`src/rtl/latency_pipe.sv`:
```
// Multi-channel programmable latency stage between port logic and a dual-port RAM core.
// Write bundles and returned read data are delayed per channel; latency changes drain first.
module latency_pipe #(
    parameter int unsigned NUM_CH     = 2,
    parameter int unsigned DATA_WIDTH = 8,
    parameter int unsigned ADDR_WIDTH = 4,
    parameter int unsigned MAX_LAT    = 8,
    parameter int unsigned LAT_W      = $clog2(MAX_LAT + 1),
    parameter int unsigned DEF_WR_LAT = 1,
    parameter int unsigned DEF_RD_LAT = 1
) (
    input  logic                           clk,
    input  logic                           rst_n,
    input  logic [NUM_CH-1:0]              i_en,
    input  logic [NUM_CH-1:0]              i_we,
    input  logic [NUM_CH*ADDR_WIDTH-1:0]   i_addr,
    input  logic [NUM_CH*DATA_WIDTH-1:0]   i_wr_din,
    input  logic [NUM_CH*DATA_WIDTH-1:0]   i_rd_din,
    input  logic                           i_cfg_valid,
    input  logic [NUM_CH*LAT_W-1:0]        i_wr_lat,
    input  logic [NUM_CH*LAT_W-1:0]        i_rd_lat,
    output logic                           o_ready,
    output logic                           o_cfg_ready,
    output logic                           o_cfg_err,
    output logic [NUM_CH-1:0]              o_en,
    output logic [NUM_CH-1:0]              o_we,
    output logic [NUM_CH*ADDR_WIDTH-1:0]   o_addr,
    output logic [NUM_CH*DATA_WIDTH-1:0]   o_wr_din,
    output logic [NUM_CH*DATA_WIDTH-1:0]   o_rd_dout,
    output logic [NUM_CH-1:0]              o_rd_valid
);

    typedef enum logic [1:0] {StRun, StDrain, StApply} state_e;

    localparam logic [LAT_W-1:0] MaxLat   = LAT_W'(MAX_LAT);
    localparam logic [LAT_W-1:0] DefWrLat = LAT_W'(DEF_WR_LAT);
    localparam logic [LAT_W-1:0] DefRdLat = LAT_W'(DEF_RD_LAT);

    state_e state_q, state_d;

    logic [LAT_W-1:0]        wl_q [NUM_CH];
    logic [LAT_W-1:0]        wl_d [NUM_CH];
    logic [LAT_W-1:0]        rl_q [NUM_CH];
    logic [LAT_W-1:0]        rl_d [NUM_CH];
    logic [NUM_CH*LAT_W-1:0] req_wl_q, req_wl_d, req_rl_q, req_rl_d;

    logic                  en_q   [NUM_CH][MAX_LAT];
    logic                  en_d   [NUM_CH][MAX_LAT];
    logic                  we_q   [NUM_CH][MAX_LAT];
    logic                  we_d   [NUM_CH][MAX_LAT];
    logic [ADDR_WIDTH-1:0] addr_q [NUM_CH][MAX_LAT];
    logic [ADDR_WIDTH-1:0] addr_d [NUM_CH][MAX_LAT];
    logic [DATA_WIDTH-1:0] din_q  [NUM_CH][MAX_LAT];
    logic [DATA_WIDTH-1:0] din_d  [NUM_CH][MAX_LAT];
    logic [DATA_WIDTH-1:0] rd_q   [NUM_CH][MAX_LAT];
    logic [DATA_WIDTH-1:0] rd_d   [NUM_CH][MAX_LAT];
    logic                  tok_q  [NUM_CH][MAX_LAT+1];
    logic                  tok_d  [NUM_CH][MAX_LAT+1];

    logic                  ready;
    logic                  busy;
    logic                  clamp_any;
    logic [NUM_CH-1:0]     g_en;
    logic [NUM_CH-1:0]     g_we;
    logic [ADDR_WIDTH-1:0] g_addr [NUM_CH];
    logic [DATA_WIDTH-1:0] g_din  [NUM_CH];

    assign ready       = (state_q == StRun);
    assign o_ready     = ready;
    assign o_cfg_ready = (state_q == StApply);
    assign o_cfg_err   = (state_q == StApply) & clamp_any;

    // Rejected commands enter the pipe as an all-zero bundle.
    always_comb begin
        g_en = '0;
        g_we = '0;
        for (int c = 0; c < NUM_CH; c++) begin
            g_en[c]   = i_en[c] & ready;
            g_we[c]   = g_en[c] & i_we[c];
            g_addr[c] = g_en[c] ? i_addr[c*ADDR_WIDTH +: ADDR_WIDTH] : '0;
            g_din[c]  = g_en[c] ? i_wr_din[c*DATA_WIDTH +: DATA_WIDTH] : '0;
        end
    end

    always_comb begin
        en_d   = en_q;
        we_d   = we_q;
        addr_d = addr_q;
        din_d  = din_q;
        rd_d   = rd_q;
        tok_d  = tok_q;
        for (int c = 0; c < NUM_CH; c++) begin
            en_d[c][0]   = g_en[c];
            we_d[c][0]   = g_we[c];
            addr_d[c][0] = g_addr[c];
            din_d[c][0]  = g_din[c];
            rd_d[c][0]   = i_rd_din[c*DATA_WIDTH +: DATA_WIDTH];
            tok_d[c][0]  = o_en[c] & ~o_we[c];
            for (int k = 1; k < MAX_LAT; k++) begin
                en_d[c][k]   = en_q[c][k-1];
                we_d[c][k]   = we_q[c][k-1];
                addr_d[c][k] = addr_q[c][k-1];
                din_d[c][k]  = din_q[c][k-1];
                rd_d[c][k]   = rd_q[c][k-1];
            end
            for (int k = 1; k <= MAX_LAT; k++) begin
                tok_d[c][k] = tok_q[c][k-1];
            end
        end
    end

    // Output taps: latency 0 bypasses the pipe entirely.
    always_comb begin
        o_en       = '0;
        o_we       = '0;
        o_addr     = '0;
        o_wr_din   = '0;
        o_rd_dout  = '0;
        o_rd_valid = '0;
        for (int c = 0; c < NUM_CH; c++) begin
            o_en[c]                                = g_en[c];
            o_we[c]                                = g_we[c];
            o_addr[c*ADDR_WIDTH +: ADDR_WIDTH]     = g_addr[c];
            o_wr_din[c*DATA_WIDTH +: DATA_WIDTH]   = g_din[c];
            o_rd_dout[c*DATA_WIDTH +: DATA_WIDTH]  = i_rd_din[c*DATA_WIDTH +: DATA_WIDTH];
            o_rd_valid[c]                          = tok_q[c][0];
            for (int unsigned k = 1; k <= MAX_LAT; k++) begin
                if (wl_q[c] == LAT_W'(k)) begin
                    o_en[c]                              = en_q[c][k-1];
                    o_we[c]                              = we_q[c][k-1];
                    o_addr[c*ADDR_WIDTH +: ADDR_WIDTH]   = addr_q[c][k-1];
                    o_wr_din[c*DATA_WIDTH +: DATA_WIDTH] = din_q[c][k-1];
                end
                if (rl_q[c] == LAT_W'(k)) begin
                    o_rd_dout[c*DATA_WIDTH +: DATA_WIDTH] = rd_q[c][k-1];
                    o_rd_valid[c]                         = tok_q[c][k];
                end
            end
        end
    end

    always_comb begin
        busy = 1'b0;
        for (int c = 0; c < NUM_CH; c++) begin
            for (int k = 0; k < MAX_LAT; k++) begin
                busy = busy | en_q[c][k];
            end
            for (int k = 0; k <= MAX_LAT; k++) begin
                busy = busy | tok_q[c][k];
            end
        end
    end

    always_comb begin
        state_d   = state_q;
        req_wl_d  = req_wl_q;
        req_rl_d  = req_rl_q;
        wl_d      = wl_q;
        rl_d      = rl_q;
        clamp_any = 1'b0;
        for (int c = 0; c < NUM_CH; c++) begin
            if (req_wl_q[c*LAT_W +: LAT_W] > MaxLat || req_rl_q[c*LAT_W +: LAT_W] > MaxLat) begin
                clamp_any = 1'b1;
            end
        end
        case (state_q)
            StRun: begin
                if (i_cfg_valid) begin
                    req_wl_d = i_wr_lat;
                    req_rl_d = i_rd_lat;
                    state_d  = StDrain;
                end
            end
            StDrain: begin
                if (!busy) begin
                    state_d = StApply;
                end
            end
            StApply: begin
                for (int c = 0; c < NUM_CH; c++) begin
                    wl_d[c] = (req_wl_q[c*LAT_W +: LAT_W] > MaxLat) ? MaxLat
                                                                     : req_wl_q[c*LAT_W +: LAT_W];
                    rl_d[c] = (req_rl_q[c*LAT_W +: LAT_W] > MaxLat) ? MaxLat
                                                                     : req_rl_q[c*LAT_W +: LAT_W];
                end
                state_d = StRun;
            end
            default: state_d = StRun;
        endcase
    end

    always_ff @(posedge clk) begin
        if (!rst_n) begin
            state_q  <= StRun;
            req_wl_q <= '0;
            req_rl_q <= '0;
            for (int c = 0; c < NUM_CH; c++) begin
                wl_q[c] <= DefWrLat;
                rl_q[c] <= DefRdLat;
                for (int k = 0; k < MAX_LAT; k++) begin
                    en_q[c][k]   <= 1'b0;
                    we_q[c][k]   <= 1'b0;
                    addr_q[c][k] <= '0;
                    din_q[c][k]  <= '0;
                    rd_q[c][k]   <= '0;
                end
                for (int k = 0; k <= MAX_LAT; k++) begin
                    tok_q[c][k] <= 1'b0;
                end
            end
        end else begin
            state_q  <= state_d;
            req_wl_q <= req_wl_d;
            req_rl_q <= req_rl_d;
            wl_q     <= wl_d;
            rl_q     <= rl_d;
            en_q     <= en_d;
            we_q     <= we_d;
            addr_q   <= addr_d;
            din_q    <= din_d;
            rd_q     <= rd_d;
            tok_q    <= tok_d;
        end
    end

endmodule

```
`config.mk`:
```
export PLATFORM = sky130hd
export DESIGN_NAME = latency_pipe
export DESIGN_NICKNAME = d
export VERILOG_FILES = /design/src/rtl/latency_pipe.sv
export SDC_FILE = /design/constraint.sdc
export NUM_CORES = 1
export LEC_CHECK = 0
export CAP_MARGIN = 20
export CORE_MARGIN = 2
export CORE_UTILIZATION = 57
export DETAILED_ROUTE_END_ITERATION = 10
export PLACE_DENSITY = 0.87
export SLEW_MARGIN = 20
export SYNTH_ARGS = -nofsm -noshare
export SYNTH_HDL_FRONTEND = slang
export SYNTH_SLANG_ARGS = --single-unit
```
`constraint.sdc`:
```
create_clock -name clk -period 3.5 [get_ports clk]
set_clock_uncertainty 0.2 [all_clocks]
set_input_delay 1.05 -clock clk [delete_from_list [all_inputs] [get_ports clk]]
set_output_delay 1.05 -clock clk [all_outputs]
set_load 0.02 [all_outputs]
```
==> results.txt <==
Final period util - 1.060
synthesized area - 16100 sq um
via/cell ratio - 5.870
f_max - 269.5 MHz
status - complete, but fails checks
vias in the first global route - 13192
Routed wire per std cell - 18.47 microns
register area share after synthesis - 0.5022
pin count of the biggest net entering global routing - 120
WP data arrival - 2.46 ns
hpwl dp - 26630 microns
pre-CTS setup slack - -0.9866 ns
register bit count reported by yosys - 404
clock latency on the worst-skew pair - 0.54 ns
share of cells above drive strength 1 - 0.2153
fin crit period - 3.710 ns
clk buf depth - 3
PnR worst setup slack - -0.2101 ns
IO Count - 112
top_reg_cell synth - dfxtp_1
Synth Net Count - 1794
Max Slew Vio Count - 0
CTS hold repair buffers - 0
HP Class - reg2reg
CTS Sinks - 404
n_diodes - 0
Slew @ Worst Pin - 0.6962 ns
peak supply drop - 0.4343 mV
Hold Fails Final Rpt - 0
RSZ-0062 raised after global routing - yes
first-pass GRT wire length - 66230 microns
crit-path cells - or4b_4, buf_6, and2_4, a221oi_2, o22a_1, o21ai_2, buf_6
post-route ant nets - 0
Initial Utilization - 0.5797
drt drc - 0
total gr overflow - 0
Post-layout nets - 1971
Max stage delay cell, worst path - or4b_4
worst path required time - 2.25 ns
Yosys cell types - 70
DR iter-0 viols - 1090
Critical Path Fanout Max - 6
root buffer cell - clkbuf_16
FFs w/ async S/R, synth - 0
total power draw - 9.999 mW
H-Tree Depth - 2
Mapped Cells - 1731
Placeable Area - 27780 sq um
Die Width - 172.1 microns
initial antenna violation count - 0
Num CTS Buffers - 41
CP delay by family, top - simple AND/OR/NAND/NOR gates
area delta synth->final - 25.83%
vias - 13589
Lkg Pwr - 8.415 nW
gr usage total - 0.2763
TritonCTS clock tree - yes
Synth Area per Inst - 9.303 sq um
CP peak stage delay - 0.55 ns
cell repeated most along the worst path - buf_6
DRT Wirelength - 42760 microns
die area - 29610 sq um
row count - 61
launching element type of the critical path - register
# setup viols final - 25
PwrDens - 493.4 nW/um^2
relative slew slack - 0.5359
Syn. warnings - 0
CP bufs+invs - 2
die height - 172.1 microns
port bufs - 111
placer congestion estimate - 0.9065
critical path type - reg2out
clock slew at reported path FFs - 0.06 ns
failing checks - setup timing
Worst setup EP type - output port
MaxCap Viol Count - 0
TritonRoute pass-1 iters - 5
Post-synth EDFFs - 0
[timing repair]
action / in CTS / in global routing
resized for setup: 323 / 90
setup buffers: 17 / 13
gates cloned: 0 / 3
endpoints found under the setup margin: 48 / 45
pin swaps: 40 / 43
[cell type report]
class | count | area, sq um
Sequential cell | 404 | 8123
Fill cell | 1899 | 7517
Inverter | 26 | 97.59
Clock inverter | 12 | 138.9
Clock buffer | 60 | 1240
Tap cell | 378 | 473.0
Multi-Input combinational cell | 1168 | 7787
Timing Repair Buffer | 267 | 2405
[worst reg2reg max path: stages (launching register included)]
cell	delay, ns
dfxtp_4	0.35
buf_6	0.13
buf_12	0.15
nand3b_1	0.22
buf_6	0.17
o22ai_2	0.16
nand2b_1	0.11
a31o_2	0.30
buf_4	0.15
buf_4	0.12
nor3b_2	0.20
[cells in the final DEF (no fill, tap or decap), drive strengths merged, types with 15 or more instances in the layout]
master and n:
inv 26, and2 333, dlygate4sd2 19, mux2i 39, clkdlybuf4s50 31, buf 200
and3 28, a21oi 121, o22ai 40, nand2 106, clkbuf 63, nor2 66
nand3b 20, dfxtp 404, a31oi 15, nand3 23, mux2 31, nor2b 20
o21ai 111, a22oi 28
[registers in the layout, summed over array words and instances (netlist names), 8 cells and up]
| register | flops |
|---|---|
| we_d | 14 |
| wl_q | 8 |
| en_d | 14 |
| tok_d | 16 |
| din_q | 16 |
| addr_q | 8 |
| req_rl_q | 8 |
| addr_d | 56 |
| req_wl_q | 8 |
| rl_q | 8 |
| din_d | 112 |
| rd_q | 16 |
| rd_d | 112 |
[cell usage after synthesis, types with 3 or more instances]
library cell / number / area share
nor3b_2: 3 / 0.0023
nand2_1: 106 / 0.025
nor4bb_1: 9 / 0.0056
o221a_2: 4 / 0.0028
nor3b_1: 4 / 0.0019
a22o_1: 13 / 0.0071
buf_1: 6 / 0.0014
a21o_1: 8 / 0.0037
a211oi_1: 3 / 0.0014
mux2_2: 31 / 0.022
buf_2: 21 / 0.0065
a221o_1: 6 / 0.0037
dfxtp_1: 404 / 0.50
nand3_1: 23 / 0.0071
a221oi_1: 10 / 0.0054
o21a_1: 5 / 0.0023
nor2b_1: 20 / 0.0078
nand2b_1: 12 / 0.0047
o22ai_1: 40 / 0.016
o22a_1: 14 / 0.0076
a22oi_1: 28 / 0.013
a21oi_1: 121 / 0.038
nand3b_1: 19 / 0.0089
or2_2: 11 / 0.0043
and3_1: 28 / 0.011
nor4_1: 10 / 0.0039
mux2i_1: 39 / 0.024
or4b_1: 3 / 0.0019
nor2_1: 66 / 0.015
buf_4: 6 / 0.0028
o21bai_1: 5 / 0.0023
a2bb2oi_1: 7 / 0.0038
nor3_1: 11 / 0.0034
inv_1: 24 / 0.0056
o31ai_1: 10 / 0.0047
a31oi_1: 15 / 0.0058
nor4b_4: 3 / 0.0044
o221ai_1: 8 / 0.0044
and2_1: 332 / 0.13
clkbuf_1: 98 / 0.023
o21ai_0: 109 / 0.034
[through the flow]
stage               TNS (ns)  instance area (sq um)  hold WS [ns]  std cells  utilization
floorplan                  0                  16140        0.2103       1731            -
global placement      -31.70                  18200        0.2123       2211       0.6551
detailed placement    -33.07                  18200        0.2245       2211       0.6551
CTS                   -2.355                  19820        0.2309       2300       0.7133
global route          -3.681                  20260        0.2584       2315       0.7294
finish                -2.550                  20260        0.2330       2315       0.7294
[metal layers]
layer	wire length (microns)	vias to the layer above	GRT usage
li1	-	6341	-
met1	17470	6537	0.3509
met2	20960	576	0.4744
met3	2924	135	0.04578
met4	1403	0	0.1012
met5	0	-	0
[worst paths after layout]
kind,startpoint,cells past startpoint,slack [ns],end
hold / removal,rd_d[95],2,0.23,rd_d[87]
hold reg to reg,rd_d[95],2,0.23,rd_d[87]
setup reg to reg,wl_q[6],10,1.15,tok_d[16]
setup / recovery,wl_q[2],7,-0.21,o_wr_din[10]
[cells by family after synthesis]
family	share of synthesized area
and+or+nand+nor	0.2461
AOI/OAI and AO/OA	0.1633
DFF	0.5022
buffers and inverters	0.04102
muxes	0.04732
[where the power goes]
part / internal, mW / switching, mW / leakage [nW]
logic: 0.366 / 0.419 / 4.45
registers: 4.69 / 0.0663 / 3.28
clock network: 2.67 / 1.79 / 0.688
Note: power is estimated with default switching activity, not from simulation.
